`config.mk`:
```
export PLATFORM = sky130hd
export DESIGN_NAME = mem_arbiter
export DESIGN_NICKNAME = d
export VERILOG_FILES = /design/src/rtl/mem_arbiter_pkg.sv /design/src/rtl/mem_arb_select.sv /design/src/rtl/mem_arbiter.sv
export SDC_FILE = /design/constraint.sdc
export NUM_CORES = 1
export LEC_CHECK = 0
export ABC_AREA = 1
export CAP_MARGIN = 30
export CORE_ASPECT_RATIO = 1.4
export CORE_MARGIN = 5
export CORE_UTILIZATION = 38
export CTS_CLUSTER_SIZE = 10
export DETAILED_ROUTE_END_ITERATION = 7
export PLACE_DENSITY = 0.89
export SYNTH_ARGS = -nofsm -noshare
export SYNTH_HDL_FRONTEND = slang
export SYNTH_SLANG_ARGS = --single-unit
```
`constraint.sdc`:
```
create_clock -name clk -period 1.89 [get_ports clk]
set_input_delay 0.567 -clock clk [delete_from_list [all_inputs] [get_ports clk]]
set_output_delay 0.567 -clock clk [all_outputs]
set_load 0.1 [all_outputs]
```
`src/rtl/mem_arbiter_pkg.sv`:
```
// Shared definitions for the memory arbiter: bus widths, LSB type codes, grant codes.
// Latency: n/a (declarations only).
// Backpressure: n/a.
package mem_arbiter_pkg;

   localparam int ADDR_W = 32;
   localparam int DATA_W = 32;
   localparam int TYPE_W = 7;

   // Instruction-type codes carried on lsb_type / mem_type; 0 marks an ICache fetch.
   localparam logic [TYPE_W-1:0] TYPE_NONE = 7'd0;
   localparam logic [TYPE_W-1:0] TYPE_LB   = 7'd1;
   localparam logic [TYPE_W-1:0] TYPE_LH   = 7'd2;
   localparam logic [TYPE_W-1:0] TYPE_LW   = 7'd3;
   localparam logic [TYPE_W-1:0] TYPE_LBU  = 7'd4;
   localparam logic [TYPE_W-1:0] TYPE_LHU  = 7'd5;
   localparam logic [TYPE_W-1:0] TYPE_SB   = 7'd6;
   localparam logic [TYPE_W-1:0] TYPE_SH   = 7'd7;
   localparam logic [TYPE_W-1:0] TYPE_SW   = 7'd8;

   typedef enum logic [1:0] {
      GRANT_NONE = 2'd0,
      GRANT_LSB  = 2'd1,
      GRANT_IC   = 2'd2
   } grant_e;

   function automatic logic is_store(input logic [TYPE_W-1:0] t);
      return (t == TYPE_SB) || (t == TYPE_SH) || (t == TYPE_SW);
   endfunction

endpackage

```
`src/rtl/mem_arb_select.sv`:
```
// Priority selector: store first, then a starved ICache, then loads, then ICache.
// Latency: combinational.
// Backpressure: none; the caller only samples the grant while idle.
module mem_arb_select
   import mem_arbiter_pkg::*;
(
   input  logic   lsb_valid_i,
   input  logic   lsb_store_i,
   input  logic   ic_valid_i,
   input  logic   ic_starved_i,
   output grant_e grant_o
);

   // First match wins; stores are committed work and always go ahead of fetches.
   always_comb begin
      grant_o = GRANT_NONE;
      if (lsb_valid_i && lsb_store_i) begin
         grant_o = GRANT_LSB;
      end else if (ic_valid_i && ic_starved_i) begin
         grant_o = GRANT_IC;
      end else if (lsb_valid_i) begin
         grant_o = GRANT_LSB;
      end else if (ic_valid_i) begin
         grant_o = GRANT_IC;
      end
   end

endmodule

```
`src/rtl/mem_arbiter.sv`:
```
// Arbitrates ICache and LSB onto the byte-serial memory controller, routes completions back.
// Latency: request to mem_valid 1 cycle; mem_done to x_done 1 cycle; one GAP cycle between transactions.
// Backpressure: requesters hold valid until done; rdy=0 freezes every register.
module mem_arbiter
   import mem_arbiter_pkg::*;
#(
   parameter int STARVE_LIMIT = 4,
   parameter int CNT_W        = 3
) (
   input  logic              clk,
   input  logic              rst,
   input  logic              rdy,
   input  logic              flush,
   input  logic              ic_valid,
   input  logic [ADDR_W-1:0] ic_addr,
   output logic              ic_done,
   output logic [DATA_W-1:0] ic_data,
   input  logic              lsb_valid,
   input  logic [ADDR_W-1:0] lsb_addr,
   input  logic [DATA_W-1:0] lsb_wdata,
   input  logic [TYPE_W-1:0] lsb_type,
   output logic              lsb_done,
   output logic [DATA_W-1:0] lsb_rdata,
   output logic              mem_valid,
   output logic [ADDR_W-1:0] mem_addr,
   output logic [DATA_W-1:0] mem_wdata,
   output logic [TYPE_W-1:0] mem_type,
   input  logic              mem_done,
   input  logic [DATA_W-1:0] mem_rdata
);

   localparam logic [1:0] ST_IDLE     = 2'd0;
   localparam logic [1:0] ST_BUSY_LSB = 2'd1;
   localparam logic [1:0] ST_BUSY_IC  = 2'd2;
   localparam logic [1:0] ST_GAP      = 2'd3;

   localparam logic [CNT_W-1:0] STARVE_MAX = CNT_W'(STARVE_LIMIT);

   logic [1:0]        state_q,     state_d;
   logic [CNT_W-1:0]  starve_q,    starve_d;
   logic              cancel_q,    cancel_d;
   logic              mem_valid_q, mem_valid_d;
   logic [ADDR_W-1:0] mem_addr_q,  mem_addr_d;
   logic [DATA_W-1:0] mem_wdata_q, mem_wdata_d;
   logic [TYPE_W-1:0] mem_type_q,  mem_type_d;
   logic              ic_done_q,   ic_done_d;
   logic [DATA_W-1:0] ic_data_q,   ic_data_d;
   logic              lsb_done_q,  lsb_done_d;
   logic [DATA_W-1:0] lsb_rdata_q, lsb_rdata_d;

   grant_e grant;
   logic   ic_starved;
   logic   cur_store;
   logic   cancellable;
   logic   suppress;

   assign ic_starved  = (starve_q == STARVE_MAX);
   assign cur_store   = is_store(mem_type_q);
   // Stores are committed state and must reach the LSB even across a flush.
   assign cancellable = (state_q == ST_BUSY_IC) || ((state_q == ST_BUSY_LSB) && !cur_store);
   assign suppress    = cancel_q || (flush && cancellable);

   mem_arb_select u_select (
      .lsb_valid_i  (lsb_valid),
      .lsb_store_i  (is_store(lsb_type)),
      .ic_valid_i   (ic_valid),
      .ic_starved_i (ic_starved),
      .grant_o      (grant)
   );

   // Next-state: grant in IDLE, wait for mem_done in BUSY, single idle cycle in GAP.
   always_comb begin
      state_d     = state_q;
      starve_d    = starve_q;
      cancel_d    = cancel_q;
      mem_valid_d = mem_valid_q;
      mem_addr_d  = mem_addr_q;
      mem_wdata_d = mem_wdata_q;
      mem_type_d  = mem_type_q;
      ic_done_d   = 1'b0;
      ic_data_d   = ic_data_q;
      lsb_done_d  = 1'b0;
      lsb_rdata_d = lsb_rdata_q;
      case (state_q)
         ST_IDLE: begin
            if (grant == GRANT_LSB) begin
               state_d     = ST_BUSY_LSB;
               mem_valid_d = 1'b1;
               mem_addr_d  = lsb_addr;
               mem_wdata_d = lsb_wdata;
               mem_type_d  = lsb_type;
               if (ic_valid && !ic_starved) begin
                  starve_d = starve_q + 1'b1;
               end
            end else if (grant == GRANT_IC) begin
               state_d     = ST_BUSY_IC;
               mem_valid_d = 1'b1;
               mem_addr_d  = ic_addr;
               mem_wdata_d = '0;
               mem_type_d  = TYPE_NONE;
               starve_d    = '0;
            end
         end
         ST_BUSY_LSB, ST_BUSY_IC: begin
            if (flush && cancellable) begin
               cancel_d = 1'b1;
            end
            if (mem_done) begin
               state_d     = ST_GAP;
               mem_valid_d = 1'b0;
               if (!suppress) begin
                  if (state_q == ST_BUSY_IC) begin
                     ic_done_d = 1'b1;
                     ic_data_d = mem_rdata;
                  end else begin
                     lsb_done_d  = 1'b1;
                     lsb_rdata_d = cur_store ? '0 : mem_rdata;
                  end
               end
            end
         end
         ST_GAP: begin
            state_d  = ST_IDLE;
            cancel_d = 1'b0;
         end
         default: begin
            state_d = ST_IDLE;
         end
      endcase
   end

   // State registers: synchronous reset, otherwise advance only while rdy is high.
   always_ff @(posedge clk) begin
      if (rst) begin
         state_q     <= ST_IDLE;
         starve_q    <= '0;
         cancel_q    <= 1'b0;
         mem_valid_q <= 1'b0;
         mem_addr_q  <= '0;
         mem_wdata_q <= '0;
         mem_type_q  <= '0;
         ic_done_q   <= 1'b0;
         ic_data_q   <= '0;
         lsb_done_q  <= 1'b0;
         lsb_rdata_q <= '0;
      end else if (rdy) begin
         state_q     <= state_d;
         starve_q    <= starve_d;
         cancel_q    <= cancel_d;
         mem_valid_q <= mem_valid_d;
         mem_addr_q  <= mem_addr_d;
         mem_wdata_q <= mem_wdata_d;
         mem_type_q  <= mem_type_d;
         ic_done_q   <= ic_done_d;
         ic_data_q   <= ic_data_d;
         lsb_done_q  <= lsb_done_d;
         lsb_rdata_q <= lsb_rdata_d;
      end
   end

   assign mem_valid = mem_valid_q;
   assign mem_addr  = mem_addr_q;
   assign mem_wdata = mem_wdata_q;
   assign mem_type  = mem_type_q;
   assign ic_done   = ic_done_q;
   assign ic_data   = ic_data_q;
   assign lsb_done  = lsb_done_q;
   assign lsb_rdata = lsb_rdata_q;

endmodule

```
==> flow_summary_export.csv <==
group,metric,value,unit
status,status,"finished, final reports clean",
cts,cts.sinks,144,
detailed_routing,drc,0,
floorplanning,rows,55,
global_routing,first_global_vias,7058,
global_routing,grt_pass1_wl,34550,µm
detailed_routing,drtIter0Drc,530,
synthesis,muxShareOfSynthArea,0,
sta,hold_violations,0,
cts,clkLatencyLatePin,0.41,ns
sta,drv_slew,0,
hold_path,worstHoldPathType,"register to register",
synthesis,synth_top_cell_by_area,"dfxtp_1",
pwr,peakVddDrop,0.6998,mV
finish,drive_gt1_frac,0.2033,
detailed_routing,avgViaCountPerCell,4.968,
floorplanning,initial_core_util,0.3886,
hold_path,worstHoldStart,"ic_data[25]",
floorplanning,core_area,16240,µm²
worst_setup_path,start_kind,"primary input",
cts,cts_hold_buf,0,
pwr,power.total,11.31,mW
synthesis,synth_fa_ha_area_frac,0.01388,
cts,clkTransAtPathRegs,0.06,ns
placed_design,placed_cells,1355,
detailed_routing,vias,6925,
floorplanning,die_w,118.9,µm
global_routing,grt_start_max_net_pins,56,
finish,stdcell_count,1394,
floorplanning,num_io_pins,280,
detailed_routing,antenna_left,0,
synthesis,synth.distinct_cells,26,
finish,final_cell_mix,"nand2_1, buf_12, clkdlybuf4s50_1",
sta,final-setup-viol-count,0,
synthesis,synth-simple-area-share,0.2347,
cts,cts-root-buf,"clkbuf_16",
worst_setup_path,criticalPathCategory,"primary input to register",
synthesis,ys_ff_latch,144,
floorplanning,die_area,19320,µm²
synthesis,ys_top_cells_by_area,"dfxtp_1, nand2_1, inv_1, a21oi_1, o21ai_0",
global_routing,antenna_found_initial,0,
finish,syn_to_final_growth,86.62,%
sta,fmax,0.5360,GHz
sta,tightestPinTransition,0.2913,ns
worst_setup_path,required,2.22,ns
sta,fin_worst_skew,0.009987,ns
synthesis,synth_top_family_by_area,"simple AND/OR/NAND/NOR gates",
worst_setup_path,r2r-start,"state_q[1]",
pwr,p_leak,5.222,nW
synthesis,postSynthAreaPerCell,7.075,µm²
cts,cts.path.max_buffers,2,
sta,maxSlewHeadroom,0.8044,
run,maxCapViolations,0,
detailed_routing,wl,22380,µm
sta,whs,0.4846,ns
synthesis,syn_area,6311,µm²
detailed_routing,drt_first_pass_iters,6,
cts,ctsHtreeMaxLevel,4,
cts,cts_buffers,17,
pwr,power_density,960.7,nW/µm²
finish,antenna_cells,0,
synthesis,synth_top_area_share,0.4568,
sta,fin_crit,1.866,ns
sta,rsz0062_at_grt,"yes",
synthesis,synth-xor-area-share,0.002776,
detailed_routing,wire_per_inst,16.05,µm
synthesis,yosysWarnings,0,
synthesis,seq_area_frac_synth,0.4568,
placed_design,hpwl,16660,µm
sta,worst_slack,0.02449,ns
synthesis,syn_inst,892,
global_routing,grt-ovfl-total,0,
synthesis,synth_nets,1041,
finish,layout_commonest_cell,"nand2_1",
global_routing,grt_usage,0.2214,
finish,nets,1331,
placed_design,dpl_cell_area,10990,µm²
synthesis,synth_compound_area_frac,0.1610,
worst_setup_path,arrival,2.19,ns
sta,period_share,0.9870,
worst_setup_path,cp_max_fo,16,
finish,final_cell_area,11780,µm²
worst_setup_path,critPathLaunch,"lsb_type[1]",
worst_setup_path,critPathCaptureType,"register",
placed_design,dp_slack,-0.4352,ns
placed_design,gp_congestion,0.8548,
placed_design,io_buffer_count,279,
floorplanning,die_h,162.5,µm
cts,cts_tree,"built",
-- worst max-delay path, cell delays in order --
cell             delay, ns
clkdlybuf4s50_1       0.46
nor2_1                0.14
nand3_1               0.11
nand2_1               0.09
nand3_2               0.16
nand2_4               0.13
buf_12                0.15
buf_12                0.15
nand2_1               0.06
a21oi_1               0.16
-- flip-flops by register name, indices dropped and copies added, names as in the netlist, 2 cells and up --
name / flops
starve_q: 3
mem_wdata: 32
state_q: 2
lsb_rdata: 32
ic_data: 32
mem_type: 7
mem_addr: 32
-- per-layer routing --
layer	wire (µm)	GRT usage	vias up
li1	-	-	3408
met1	7991	0.2256	3179
met2	12050	0.4147	280
met3	1562	0.06776	58
met4	774	0.09541	0
met5	0	0	-
-- worst paths after layout --
path                            slack [ns]       endpoint  cells after the start
worst min register to register        0.48    ic_data[25]                      2
worst max register to register        0.13  lsb_rdata[15]                     10
worst max-delay path                  0.02    mem_type[2]                     10
worst min-delay path                  0.48    ic_data[25]                      2
-- cells by family after synthesis --
| family | Yosys count |
|---|---|
| adders and majority gates | 7 |
| AOI/OAI and AO/OA | 187 |
| buffers and inverters | 205 |
| xor gates and xnor gates | 2 |
| and+or+nand+nor | 347 |
| DFF | 144 |
-- per-stage QoR --
stage	TNS [ns]	utilization
after CTS	0	0.7166
after floorplan	0	-
after detailed placement	-36.13	0.6765
final	0	0.7252
after global routing	-0.08211	0.7252
after global placement	-26.72	0.6765
-- power breakdown --
part	internal, mW	total, mW	switching, mW	leakage (nW)
logic	1.64	4.31	2.67	3.75
clock network	2.15	3.41	1.26	0.295
registers	3.31	3.59	0.287	1.18
-- cell type report --
cell class / instances / area [µm²]
clock buffer: 23 / 467.9
clock inverter: 9 / 131.4
fill: 1137 / 4463
inverter: 144 / 541.8
multi-input combinational: 543 / 2635
sequential: 144 / 2895
tap: 199 / 249.0
timing repair buffer: 332 / 4857
-- cell usage after synthesis, drive strengths merged --
library cell	number
nor2	82
o211ai	32
dfxtp	144
o21ai	75
ha	7
nand2	173
nor4	1
nand3b	1
nand4	16
nand3	72
buf	22
clkbuf	39
a21oi	80
inv	143
clkinv	1
xor2	2
nor3	2
-- repair_timing --
action | 4_1_cts | 5_1_grt
buffers inserted | 0 | 2
gates resized for setup | 3 | 8
setup endpoints to repair | 6 | 80
pin swaps | 1 | 3
gates cloned | 1 | 4
(Power assumes the default switching activity.)
